[config.mk]
export PLATFORM = sky130hd
export DESIGN_NAME = switch_debounce_irq_flat
export DESIGN_NICKNAME = d
export VERILOG_FILES = /design/src/rtl/switch_debounce_irq_if.sv /design/src/rtl/switch_debounce_irq.sv /design/src/flat_wrapper.sv
export SDC_FILE = /design/constraint.sdc
export NUM_CORES = 1
export LEC_CHECK = 0
export ABC_AREA = 1
export CORE_ASPECT_RATIO = 0.6
export CORE_MARGIN = 2
export CORE_UTILIZATION = 50
export CTS_CLUSTER_SIZE = 30
export DETAILED_ROUTE_END_ITERATION = 6
export HOLD_SLACK_MARGIN = 0.06
export PLACE_DENSITY = 0.71
export REMOVE_ABC_BUFFERS = 1
export SLEW_MARGIN = 10
export SYNTH_ARGS = -nofsm -noshare
export SYNTH_HDL_FRONTEND = slang
export SYNTH_SLANG_ARGS = --single-unit
[constraint.sdc]
create_clock -name clk -period 7.6 [get_ports clk]
set_input_delay 1.14 -clock clk [delete_from_list [all_inputs] [get_ports clk]]
set_output_delay 1.14 -clock clk [all_outputs]
set_load 0.01 [all_outputs]
[src/rtl/switch_debounce_irq_if.sv]
// Switch conditioning bundle: raw pins and interrupt controls in, debounced level and interrupt status out.
interface switch_debounce_irq_if #(
  parameter int unsigned NUM_SW = 16
);
  logic [NUM_SW-1:0] sw_raw_i;
  logic [NUM_SW-1:0] irq_en_i;
  logic [NUM_SW-1:0] irq_clr_i;
  logic [NUM_SW-1:0] sw_o;
  logic [NUM_SW-1:0] irq_pend_o;
  logic              irq_o;

  modport master (
    output sw_raw_i, irq_en_i, irq_clr_i,
    input  sw_o, irq_pend_o, irq_o
  );

  modport slave (
    input  sw_raw_i, irq_en_i, irq_clr_i,
    output sw_o, irq_pend_o, irq_o
  );
endinterface

[src/rtl/switch_debounce_irq.sv]
// Per-line 2-FF sync, stable-count debounce and optional edge interrupt for board switches.
// Edge/pending/irq logic is built only when SW_EDGE_IRQ_EN is defined.
module switch_debounce_irq #(
  parameter int unsigned NUM_SW          = 16,
  parameter int unsigned DEBOUNCE_CYCLES = 1000
) (
  input logic             clk,
  input logic             rst,
  switch_debounce_irq_if.slave bus
);
  localparam int unsigned     CNT_W    = $clog2(DEBOUNCE_CYCLES + 1);
  localparam logic [CNT_W-1:0] CNT_LAST = CNT_W'(DEBOUNCE_CYCLES - 1);

  typedef enum logic {IDLE, COUNT} state_t;

  logic [NUM_SW-1:0] s1_q, s2_q, sw_q, sw_d;
  logic [CNT_W-1:0]  cnt_q [NUM_SW];
  logic [CNT_W-1:0]  cnt_d [NUM_SW];
  state_t            state [NUM_SW];

  always_ff @(posedge clk or posedge rst) begin
    if (rst) begin
      s1_q <= '0;
      s2_q <= '0;
      sw_q <= '0;
      for (int unsigned i = 0; i < NUM_SW; i++) cnt_q[i] <= '0;
    end else begin
      s1_q <= bus.sw_raw_i;
      s2_q <= s1_q;
      sw_q <= sw_d;
      for (int unsigned i = 0; i < NUM_SW; i++) cnt_q[i] <= cnt_d[i];
    end
  end

  // State is implied by s2 vs. the accepted level; any agreeing cycle zeroes the count.
  always_comb begin
    sw_d = sw_q;
    for (int unsigned i = 0; i < NUM_SW; i++) begin
      state[i] = (s2_q[i] != sw_q[i]) ? COUNT : IDLE;
      cnt_d[i] = '0;
      if (state[i] == COUNT) begin
        if (cnt_q[i] == CNT_LAST) sw_d[i] = s2_q[i];
        else                      cnt_d[i] = cnt_q[i] + CNT_W'(1);
      end
    end
  end

  assign bus.sw_o = sw_q;

`ifdef SW_EDGE_IRQ_EN
  logic [NUM_SW-1:0] edge_evt, pend_q, pend_d;
  logic              irq_q;

  // Set term is OR'd in last so a same-cycle clear cannot drop a new event.
  always_comb begin
    edge_evt = sw_d ^ sw_q;
    pend_d   = (pend_q & ~bus.irq_clr_i) | (edge_evt & bus.irq_en_i);
  end

  always_ff @(posedge clk or posedge rst) begin
    if (rst) begin
      pend_q <= '0;
      irq_q  <= 1'b0;
    end else begin
      pend_q <= pend_d;
      irq_q  <= |pend_d;
    end
  end

  assign bus.irq_pend_o = pend_q;
  assign bus.irq_o      = irq_q;
`else
  logic unused_irq_ctrl;
  assign unused_irq_ctrl = ^{bus.irq_en_i, bus.irq_clr_i};
  assign bus.irq_pend_o  = '0;
  assign bus.irq_o       = 1'b0;
`endif
endmodule

[src/flat_wrapper.sv]
// flat-port wrapper written by rule: the top's interface ports become plain ports
module switch_debounce_irq_flat 
#(
  parameter int unsigned NUM_SW          = 16,
  parameter int unsigned DEBOUNCE_CYCLES = 1000
)
  (clk, rst, bus_sw_raw_i, bus_irq_en_i, bus_irq_clr_i, bus_sw_o, bus_irq_pend_o, bus_irq_o);
  switch_debounce_irq_if #(.NUM_SW(NUM_SW)) bus_i ();
  input logic clk;
  input logic rst;
  input wire logic [$bits(bus_i.sw_raw_i)-1:0] bus_sw_raw_i;
  input wire logic [$bits(bus_i.irq_en_i)-1:0] bus_irq_en_i;
  input wire logic [$bits(bus_i.irq_clr_i)-1:0] bus_irq_clr_i;
  output wire logic [$bits(bus_i.sw_o)-1:0] bus_sw_o;
  output wire logic [$bits(bus_i.irq_pend_o)-1:0] bus_irq_pend_o;
  output wire logic [$bits(bus_i.irq_o)-1:0] bus_irq_o;
  assign bus_i.sw_raw_i = bus_sw_raw_i;
  assign bus_i.irq_en_i = bus_irq_en_i;
  assign bus_i.irq_clr_i = bus_irq_clr_i;
  assign bus_sw_o = bus_i.sw_o;
  assign bus_irq_pend_o = bus_i.irq_pend_o;
  assign bus_irq_o = bus_i.irq_o;
  switch_debounce_irq #(.NUM_SW(NUM_SW), .DEBOUNCE_CYCLES(DEBOUNCE_CYCLES)) u_core (.clk(clk), .rst(rst), .bus(bus_i));
endmodule
## Yosys cells after proc, flatten, opt, wreduce, memory -nomap -nowiden

Index checks and enable logic that the tools add are counted.

- $add $sub $neg: 16
- Eq/ne operators: 32
- Multiplexer cells: 48
- Reductions and logical operators: 16

Operators with widths:

| kind | number |
|---|---|
| 2-to-1 mux 10 bit | 32 |
| adder 10 x 1 -> 10 bit, second input constant | 16 |
| equality test 10 bit, second input constant | 16 |
| AND reduction 2 bit | 16 |
| 2-to-1 mux 1 bit | 16 |
| != test 1 bit | 16 |

- Register bits: 208
- Output and inout port bits: 33
- Logic and storage cells: 146

## Longest topological paths before layout

Gate-level depths: netlist (run 1).

- Depth after elaboration: 3
- Mapped depth: 8

## Worst setup path before layout (run 1)

Ideal clock, no wire load.

- Path kind: reg2out
- Start point: register u_core.sw_q[14], in the netlist u_core.bus.sw_o[14]
- End point: output bus_sw_o[14]
- Arrival time: 0.402 ns
- Required time: 6.460 ns
- Setup slack: 6.058 ns
- Stages on the path, launching flop included: 1
- Buffers on the path: 0
- Path through: dfrtp_1

RTL lines:

| element | line | RTL |
|---|---|---|
| start: declaration | switch_debounce_irq.sv:16 | `logic [NUM_SW-1:0] s1_q, s2_q, sw_q, sw_d;` |
| start signal: assignment | switch_debounce_irq.sv:30 | `sw_q <= sw_d;` |
| end: declaration | flat_wrapper.sv:14 | `output wire logic [$bits(bus_i.sw_o)-1:0] bus_sw_o;` |

No word-level cell between the ends.

==> results of run 1 <==
==> worst max-delay path: stages <==
cell and delay, ps:
clkdlybuf4s50_1 490, inv_8 580, buf_4 850
==> layout by cell type (no fill, tap or decap) <==
cell / netlist / layout
nand2_1: 163 / 163
xnor2_1: 15 / 15
inv_6: 0 / 1
clkdlybuf4s50_1: 0 / 33
nor3_2: 12 / 12
nor2_2: 2 / 2
clkbuf_16: 0 / 21
clkinv_2: 0 / 3
clkbuf_1: 0 / 3
inv_1: 118 / 117
nor3_1: 18 / 18
inv_8: 0 / 1
clkinvlp_4: 0 / 2
a21oi_1: 45 / 45
clkbuf_8: 0 / 4
xor2_1: 52 / 52
nand3_2: 27 / 27
conb_1: 1 / 17
o21ai_0: 15 / 15
buf_4: 17 / 1
o21ai_1: 1 / 1
bufinv_16: 0 / 1
o21bai_1: 1 / 1
nand4_1: 2 / 2
dfrtp_1: 208 / 208
a31oi_1: 2 / 2
nand2_2: 15 / 15
nor2_4: 28 / 28
ha_1: 16 / 16
nand3_1: 84 / 84
nor2_1: 208 / 208
==> cell usage after synthesis <==
library cell,number
a21oi_1,45
a31oi_1,2
buf_4,17
conb_1,1
dfrtp_1,208
ha_1,16
inv_1,118
nand2_1,163
nand2_2,15
nand3_1,84
nand3_2,27
nand4_1,2
nor2_1,208
nor2_2,2
nor2_4,28
nor3_1,18
nor3_2,12
o21ai_0,15
o21ai_1,1
o21bai_1,1
xnor2_1,15
xor2_1,52
==> layer usage <==
metal | wire length, um | share of wire, % | vias to the layer above
met5 | 0 | 0 | -
met4 | 222 | 1.4 | 0
met3 | 618 | 4.0 | 20
met2 | 6310 | 40 | 66
met1 | 8465 | 54 | 3032
li1 | - | - | 3397
==> worst paths after layout <==
| path | from | end | slack (ps) | depth (start not counted) |
|---|---|---|---|---|
| setup / recovery | rst | u_core.bus.sw_o[7] | 4960 | 3 |
| hold / removal | u_core.s1_q[13] | u_core.s2_q[13] | 350 | 0 |
| setup reg to reg | u_core.cnt_q[110] | u_core.cnt_q[115] | 6240 | 6 |
| hold reg to reg | u_core.s1_q[13] | u_core.s2_q[13] | 350 | 0 |
| max in group clk | u_core.bus.sw_o[10] | bus_sw_o[10] | 4980 | 1 |
| min in group asynchronous | rst | u_core.s1_q[5] | 1190 | 2 |
==> flip-flops by register name (all words and copies together), names as in the netlist <==
name	flops
u_core.s2_q	16
u_core.bus.sw_o	16
u_core.s1_q	16
u_core.cnt_q	160
==> final cells by class <==
type,count,area (um^2),area share (%)
Tap cell,246,307.8,2.833
Multi-Input combinational cell,723,3904,35.93
Timing Repair Buffer,34,337.8,3.109
Clock buffer,28,591.8,5.447
Clock inverter,7,68.82,0.6333
Sequential cell,208,5205,47.90
Inverter,118,450.4,4.146
==> kinds of logic (layout without fill, tap and decap cells) <==
family          after synthesis  after routing  synth area share (%)
xor+xnor                     67             67                 6.100
flops                       208            208                 54.11
simple gates                559            559                 28.36
fa+ha+maj                    16             16                 2.081
compound gates               64             64                 3.382
buf+inv                     135            187                 5.931
other cells                   1             17               0.03898
==> power groups by stage <==
stage | combinational [mW] | clock [mW] | sequential (mW)
floorplan | 0.0696 | 0 | 1.17
global placement | 0.0944 | 0 | 1.17
detailed placement | 0.0972 | 0 | 1.17
CTS | 0.0971 | 1.02 | 1.16
global route | 0.111 | 1.07 | 1.16
finish | 0.0943 | 0.991 | 1.16
==> impl_metrics.toml, run 1 <==
[run_status]
status = "finished, final reports clean"

[yosys]
synth-seq-area-share_pct = 54.11
synth_top_area_share_pct = 54.11
synth.distinct_cells = 22
yosys_warnings = 0
yosys.area.top_type = "dfrtp_1"
yosys-top-cells-area = "dfrtp_1, nor2_1, nand2_1, xor2_1, inv_1"
ys_seq_elements = 208
syn_avg_cell_area_um2 = 9.161
synth_cells = 1050
syn_area_um2 = 9619

[clock_network]
cts_root_buffer = "clkbuf_16"
path_clk_slew_ps = 60
cts_tree = "built"
clock_path_buffers = 3
postCtsSetupRepairBufs = 0
ctsResizeCount = 0
hold_buffers = 0
cts.sinks = 208
clock_latency_ps = 490
cts_buffers = 21
htree_levels = 1

[layout]
nFillCells = 1608
final_cell_area_um2 = 10870
stdcell_count = 1364
area_growth_pct = 12.96
antenna_cells = 0
utilization_pct = 57.39
final_nets = 1172
final_layout_size_suffix_gt1_share_pct = 10.55

[timing]
fmax_mhz = 378.5
drv_slew = 0
whs_ps = 346.3
setup_ws_ps = 4958
maxSlewHeadroom_pct = 37.11
rsz0062_at_grt = "false"
final-setup-viol-count = 0
worst_slew_pin_slew_ps = 943.3
skew_ps = 6.253
tns_ps = 0
hold_viol = 0
period_needed_ps = 2642
finalCritPeriodShare_pct = 34.77

[power]
vdd_drop_max_uv = 158.7
power.switching_mw = 0.4931
p_int_mw = 1.747
clockPowerShare_pct = 44.2
swShare_pct = 22.01
p_leak_nw = 4.916
p_total_mw = 2.240
power_density_nw_per_um2 = 206.2
seqPwrFrac_pct = 51.6
pwr-share-comb_pct = 4.2

[hold_path]
hold_class = "register to register"

[global_routing]
grt_use_met3_pct = 3.337
gr-usage-all-layers_pct = 16.03
gr-total-overflow = 0
busiest_layer = "met1"
grt_max_degree = 132
grt_pass1_vias = 6238
antenna_found_initial = 0
met1_usage_pct = 24.62
grt_pass1_wl_um = 28030
met2_usage_pct = 23.59

[floorplan]
die_y_um = 111.4
core_area_um2 = 18930
die_x_um = 183.1
rows = 39
dieArea_um2 = 20400
initial_utilization_pct = 50.81
ios = 83

[route]
drt-total-wl_um = 15620
drc = 0
wire_per_inst_um = 11.45
vias = 6515
drt-pass1-iter-count = 5
viasPerCell = 4.776
antenna_left = 0
drt_iter0_drc = 345

[critical_path]
end_kind = "async pin"
cp_max_fo = 131
critPathRequiredTime_ps = 8090
worstSetupPathType = "input port to async pin"
cp-start-kind = "input port"
arrival_ps = 3130

[placement]
hpwlAfterDp_um = 10780
post_dp_cell_area_um2 = 10200
dpl_worst_slack_ps = 4219
portBuffers = 33
dp.cells = 1329
globalplace.congestion = 0.8234

[run]
max-cap-violations = 0
Power figures use the tool's default switching activity.
==> run 2: changes to the inputs <==
--- a/config.mk
+++ b/config.mk
@@ -12,7 +12,7 @@
 export CTS_CLUSTER_SIZE = 30
 export DETAILED_ROUTE_END_ITERATION = 6
 export HOLD_SLACK_MARGIN = 0.06
-export PLACE_DENSITY = 0.71
+export PLACE_DENSITY = 0.73
 export REMOVE_ABC_BUFFERS = 1
 export SLEW_MARGIN = 10
 export SYNTH_ARGS = -nofsm -noshare
==> constraint.sdc (replaced) <==
create_clock -name clk -period 2.3 [get_ports clk]
set_input_delay 0.345 -clock clk [delete_from_list [all_inputs] [get_ports clk]]
set_output_delay 0.345 -clock clk [all_outputs]
set_load 0.01 [all_outputs]
==> run 2 against run 1 <==
  * Clock skew up 18 ps
  * Sequential power rose to 3.3 times the previous value
  * Via count up 0.18%
==> impl_metrics.toml, run 2 (same netlist as run 1, synthesis figures left out) <==
[run_status]
status = "finished, final reports clean"

[global_routing]
gr-usage-all-layers_pct = 16.48
antenna_found_initial = 0
gr-total-overflow = 0
grt_pass1_wl_um = 28500
grt_pass1_vias = 6193
grt_max_degree = 60

[placement]
globalplace.congestion = 0.8434
dp.cells = 1335
hpwlAfterDp_um = 11030
portBuffers = 33

[clock_network]
path_clk_slew_ps = 60
hold_buffers = 0
clock_path_buffers = 3
ctsResizeCount = 0
cts.sinks = 208
htree_levels = 1
postCtsSetupRepairBufs = 0
cts_buffers = 20
cts_tree = "built"
cts_root_buffer = "clkbuf_16"
clock_latency_ps = 500

[route]
drt-pass1-iter-count = 5
antenna_left = 0
viasPerCell = 4.764
wire_per_inst_um = 11.47
drt-total-wl_um = 15720
drc = 0
drt_iter0_drc = 403
vias = 6527

[layout]
stdcell_count = 1370
antenna_cells = 0
nFillCells = 1648
largest_reg_flops = 160
multi_input_area_um2 = 3904
seq_area_um2 = 5205
regMostFlops = "u_core.cnt_q"
area_growth_pct = 14.45
final_cell_mix = "nor2_1, dfrtp_1, nand2_1"
final_nets = 1177
final_layout_size_suffix_gt1_share_pct = 11.21

[floorplan]
dieArea_um2 = 20400
die_y_um = 111.4
core_area_um2 = 18930
ios = 83
die_x_um = 183.1
initial_utilization_pct = 50.81
rows = 39

[timing]
finalCritPeriodShare_pct = 78.78
final-setup-viol-count = 0
skew_ps = 24.65
fmax_mhz = 551.9
tns_ps = 0
rsz0062_at_grt = "false"
period_needed_ps = 1812
drv_slew = 0
hold_viol = 0

[critical_path]
cp_num_buf_inv = 1
critPathRequiredTime_ps = 1960
critPathTopFamily = "buffers and inverters"
cp_max_fo = 3
cp-start-kind = "register"
end_kind = "output port"
r2r_cells = 6
cp.depth = 1
arrival_ps = 1470
worstPathCellList = "clkdlybuf4s50_1"
worstSetupPathType = "register to output port"
cp_slowest_cell = "clkdlybuf4s50_1"
max_stage_delay_ps = 560

[power]
p_leak_nw = 4.985
vdd_drop_max_uv = 544.7
power_density_nw_per_um2 = 695.4

[run]
max-cap-violations = 0

[hold_path]
hold_class = "input port to async pin"
run 2: power by group:
part	internal, mW	total (mW)	switching (mW)	leakage, nW
sequential	3.75	3.82	0.0621	2.79
combinational	0.116	0.328	0.212	1.85
clock	2.14	3.51	1.38	0.348
total	6.01	7.66	1.65	4.99
run 2: per-layer routing:
| layer | global-route usage, % | up-vias | share of wire [%] | wire (um) |
|---|---|---|---|---|
| met1 | 25.95 | 3008 | 54 | 8515 |
| met2 | 23.59 | 91 | 40 | 6336 |
| met5 | 0 | - | 0 | 0 |
| met3 | 3.238 | 20 | 3.9 | 607 |
| li1 | - | 3408 | - | - |
| met4 | 3.573 | 0 | 1.6 | 255 |
run 2: layout make-up:
class,instances,area share (%)
clock inverter,8,1.227
clock buffer,27,5.330
timing repair buffer,40,3.819
tap,246,2.796
sequential,208,47.28
inverter,118,4.091
multi-input combinational,723,35.46
run 2: worst paths after layout:
check / start / to / slack [ps]
max in group asynchronous: rst / u_core.cnt_q[129] / 1440
min reg2reg: u_core.s1_q[11] / u_core.s2_q[11] / 350
min: rst / u_core.s2_q[2] / 250
max: u_core.bus.sw_o[10] / bus_sw_o[10] / 490
max reg2reg: u_core.cnt_q[10] / u_core.cnt_q[15] / 940
min in group clk: bus_sw_raw_i[7] / u_core.s1_q[7] / 270
run 2: through the flow:
| stage | worst slack, ps | util [%] | hold slack [ps] | instance area [um^2] | power, mW |
|---|---|---|---|---|---|
| 2_1_floorplan | -3726 | - | 331.2 | 9552 | 4.099 |
| 3_3_place_gp | 916.5 | 54.34 | 333.9 | 10290 | 4.207 |
| 3_5_place_dp | 893.8 | 54.34 | 334.7 | 10290 | 4.219 |
| 4_1_cts | 454.9 | 58.15 | 254.6 | 11010 | 7.787 |
| 5_1_grt | 422.5 | 58.15 | 253.3 | 11010 | 8.009 |
| 6_report | 487.9 | 58.15 | 252.7 | 11010 | 7.656 |
==> run 3: changes to the inputs <==
==> constraint.sdc (replaced) <==
create_clock -name clk -period 1.6 [get_ports clk]
set_input_delay 0.24 -clock clk [delete_from_list [all_inputs] [get_ports clk]]
set_output_delay 0.24 -clock clk [all_outputs]
set_load 0.01 [all_outputs]
==> run 3 against run 2 <==
  * Wire length grew 2.3%
  * Worst setup slack lost 340 ps
  * Clock power grew 34%
  * Critical path type unchanged
  * Cell count grew 0.29%
  * Core utilization shrank 0.31 points
  * Power grew 39%
  * Die area is the same
  * Critical path depth is the same
  * Hold slack lost 150 ps
==> impl_metrics.toml, run 3 (same netlist as run 1, synthesis figures left out) <==
[run_status]
status = "finished, final reports clean"

[power]
p_total_mw = 10.65
vdd_drop_max_uv = 779.1
p_leak_nw = 5.047
clockPowerShare_pct = 44.0
p_int_mw = 8.301
seqPwrFrac_pct = 51.5
swShare_pct = 22.07
power.switching_mw = 2.351
power_density_nw_per_um2 = 972.7
pwr-share-comb_pct = 4.5

[route]
antenna_left = 0
drt-pass1-iter-count = 5
vias = 6584
drc = 0
wire_per_inst_um = 11.70
viasPerCell = 4.792
drt_iter0_drc = 451
drt-total-wl_um = 16080

[layout]
largest_reg_flops = 160
final_cell_mix = "nor2_1, dfrtp_1, nand2_1"
final_nets = 1181
regMostFlops = "u_core.cnt_q"
utilization_pct = 57.84
area_growth_pct = 13.84
final_cell_area_um2 = 10950
nFillCells = 1611
antenna_cells = 0
final_layout_size_suffix_gt1_share_pct = 10.90

[timing]
final-setup-viol-count = 0
tns_ps = 0
rsz0062_at_grt = "false"
skew_ps = 16.07
drv_slew = 0
finalCritPeriodShare_pct = 90.92
setup_ws_ps = 145.3
fmax_mhz = 687.4
hold_viol = 0
period_needed_ps = 1455

[global_routing]
grt_max_degree = 38
gr-usage-all-layers_pct = 16.97
grt_pass1_wl_um = 29390
antenna_found_initial = 0
grt_pass1_vias = 6343
gr-total-overflow = 0

[run]
max-cap-violations = 0

[floorplan]
die_y_um = 111.4
dieArea_um2 = 20400
rows = 39
core_area_um2 = 18930
initial_utilization_pct = 50.81
die_x_um = 183.1
ios = 83

[clock_network]
cts_root_buffer = "clkbuf_16"
cts_tree = "built"
cts_buffers = 21
htree_levels = 1
path_clk_slew_ps = 60
clock_latency_ps = 500
cts.sinks = 208
clock_path_buffers = 3

[critical_path]
worstSetupPathType = "register to output port"
cp-start-kind = "register"
crit-reg2reg-launch = "u_core.cnt_q[90]"
cp_num_buf_inv = 1
end_kind = "output port"
arrival_ps = 1210
worstPathCellList = "dlygate4sd2_1"
cp_max_fo = 3
cp_slowest_cell = "dfrtp_1"
critPathTopFamily = "flip-flops"
critPathRequiredTime_ps = 1360
crit_start = "u_core.bus.sw_o[8]"
max_stage_delay_ps = 420

[placement]
portBuffers = 33
globalplace.congestion = 0.8155
dpl_worst_slack_ps = 224.5
post_dp_cell_area_um2 = 10310
hpwlAfterDp_um = 11180

[hold_path]
hold_class = "input port to async pin"
run 3: cell count changes in the layout (fill, tap and decap cells not counted), moves of 2 or more:
cell             change
buf_4                +2
bufinv_16            -2
clkbuf_1             +7
clkbuf_8             -3
clkdlybuf4s50_1     -16
dlygate4sd2_1       +16
run 3: layer usage:
metal	up-vias	GRT usage [%]	share of wire, %
met5	-	0	0
met4	0	3.200	1.6
li1	3403	-	-
met2	89	24.65	40
met1	3072	26.41	54
met3	20	3.598	4.3
run 3: final timing paths:
path / end / slack, ps / cells after the start
max: bus_sw_o[8] / 150 / 1
min: u_core.bus.sw_o[6] / 100 / 2
max reg2reg: u_core.cnt_q[98] / 220 / 6
min reg2reg: u_core.s2_q[8] / 340 / 0
max in group asynchronous: u_core.cnt_q[128] / 990 / 3
min in group clk: u_core.s1_q[1] / 180 / 1
run 3: final cells by class:
| class | count | area [um^2] | area share (%) |
|---|---|---|---|
| Sequential cell | 208 | 5205 | 47.53 |
| Multi-Input combinational cell | 723 | 3904 | 35.65 |
| Clock buffer | 32 | 596.8 | 5.450 |
| Inverter | 118 | 450.4 | 4.113 |
| Timing Repair Buffer | 43 | 435.4 | 3.976 |
| Tap cell | 246 | 307.8 | 2.811 |
| Clock inverter | 4 | 51.30 | 0.4685 |
run 3: power groups by stage:
stage,registers [mW],clock network [mW],logic (mW)
2_1_floorplan,5.56,0,0.330
3_3_place_gp,5.57,0,0.481
3_5_place_dp,5.58,0,0.493
4_1_cts,5.48,4.84,0.494
5_1_grt,5.50,5.09,0.572
6_report,5.48,4.69,0.481
run 3: timing repair:
action	in CTS	in global routing
hold buffers	0	0
endpoints found under the setup margin	16	0
buffers inserted	1	0
resized for setup	16	0
run 3: through the flow:
step / hold WS [ps] / instances
2_1_floorplan: 271.4 / 1049
3_3_place_gp: 332.8 / 1337
3_5_place_dp: 334.7 / 1337
4_1_cts: 101.1 / 1374
5_1_grt: 119.8 / 1374
6_report: 102.4 / 1374
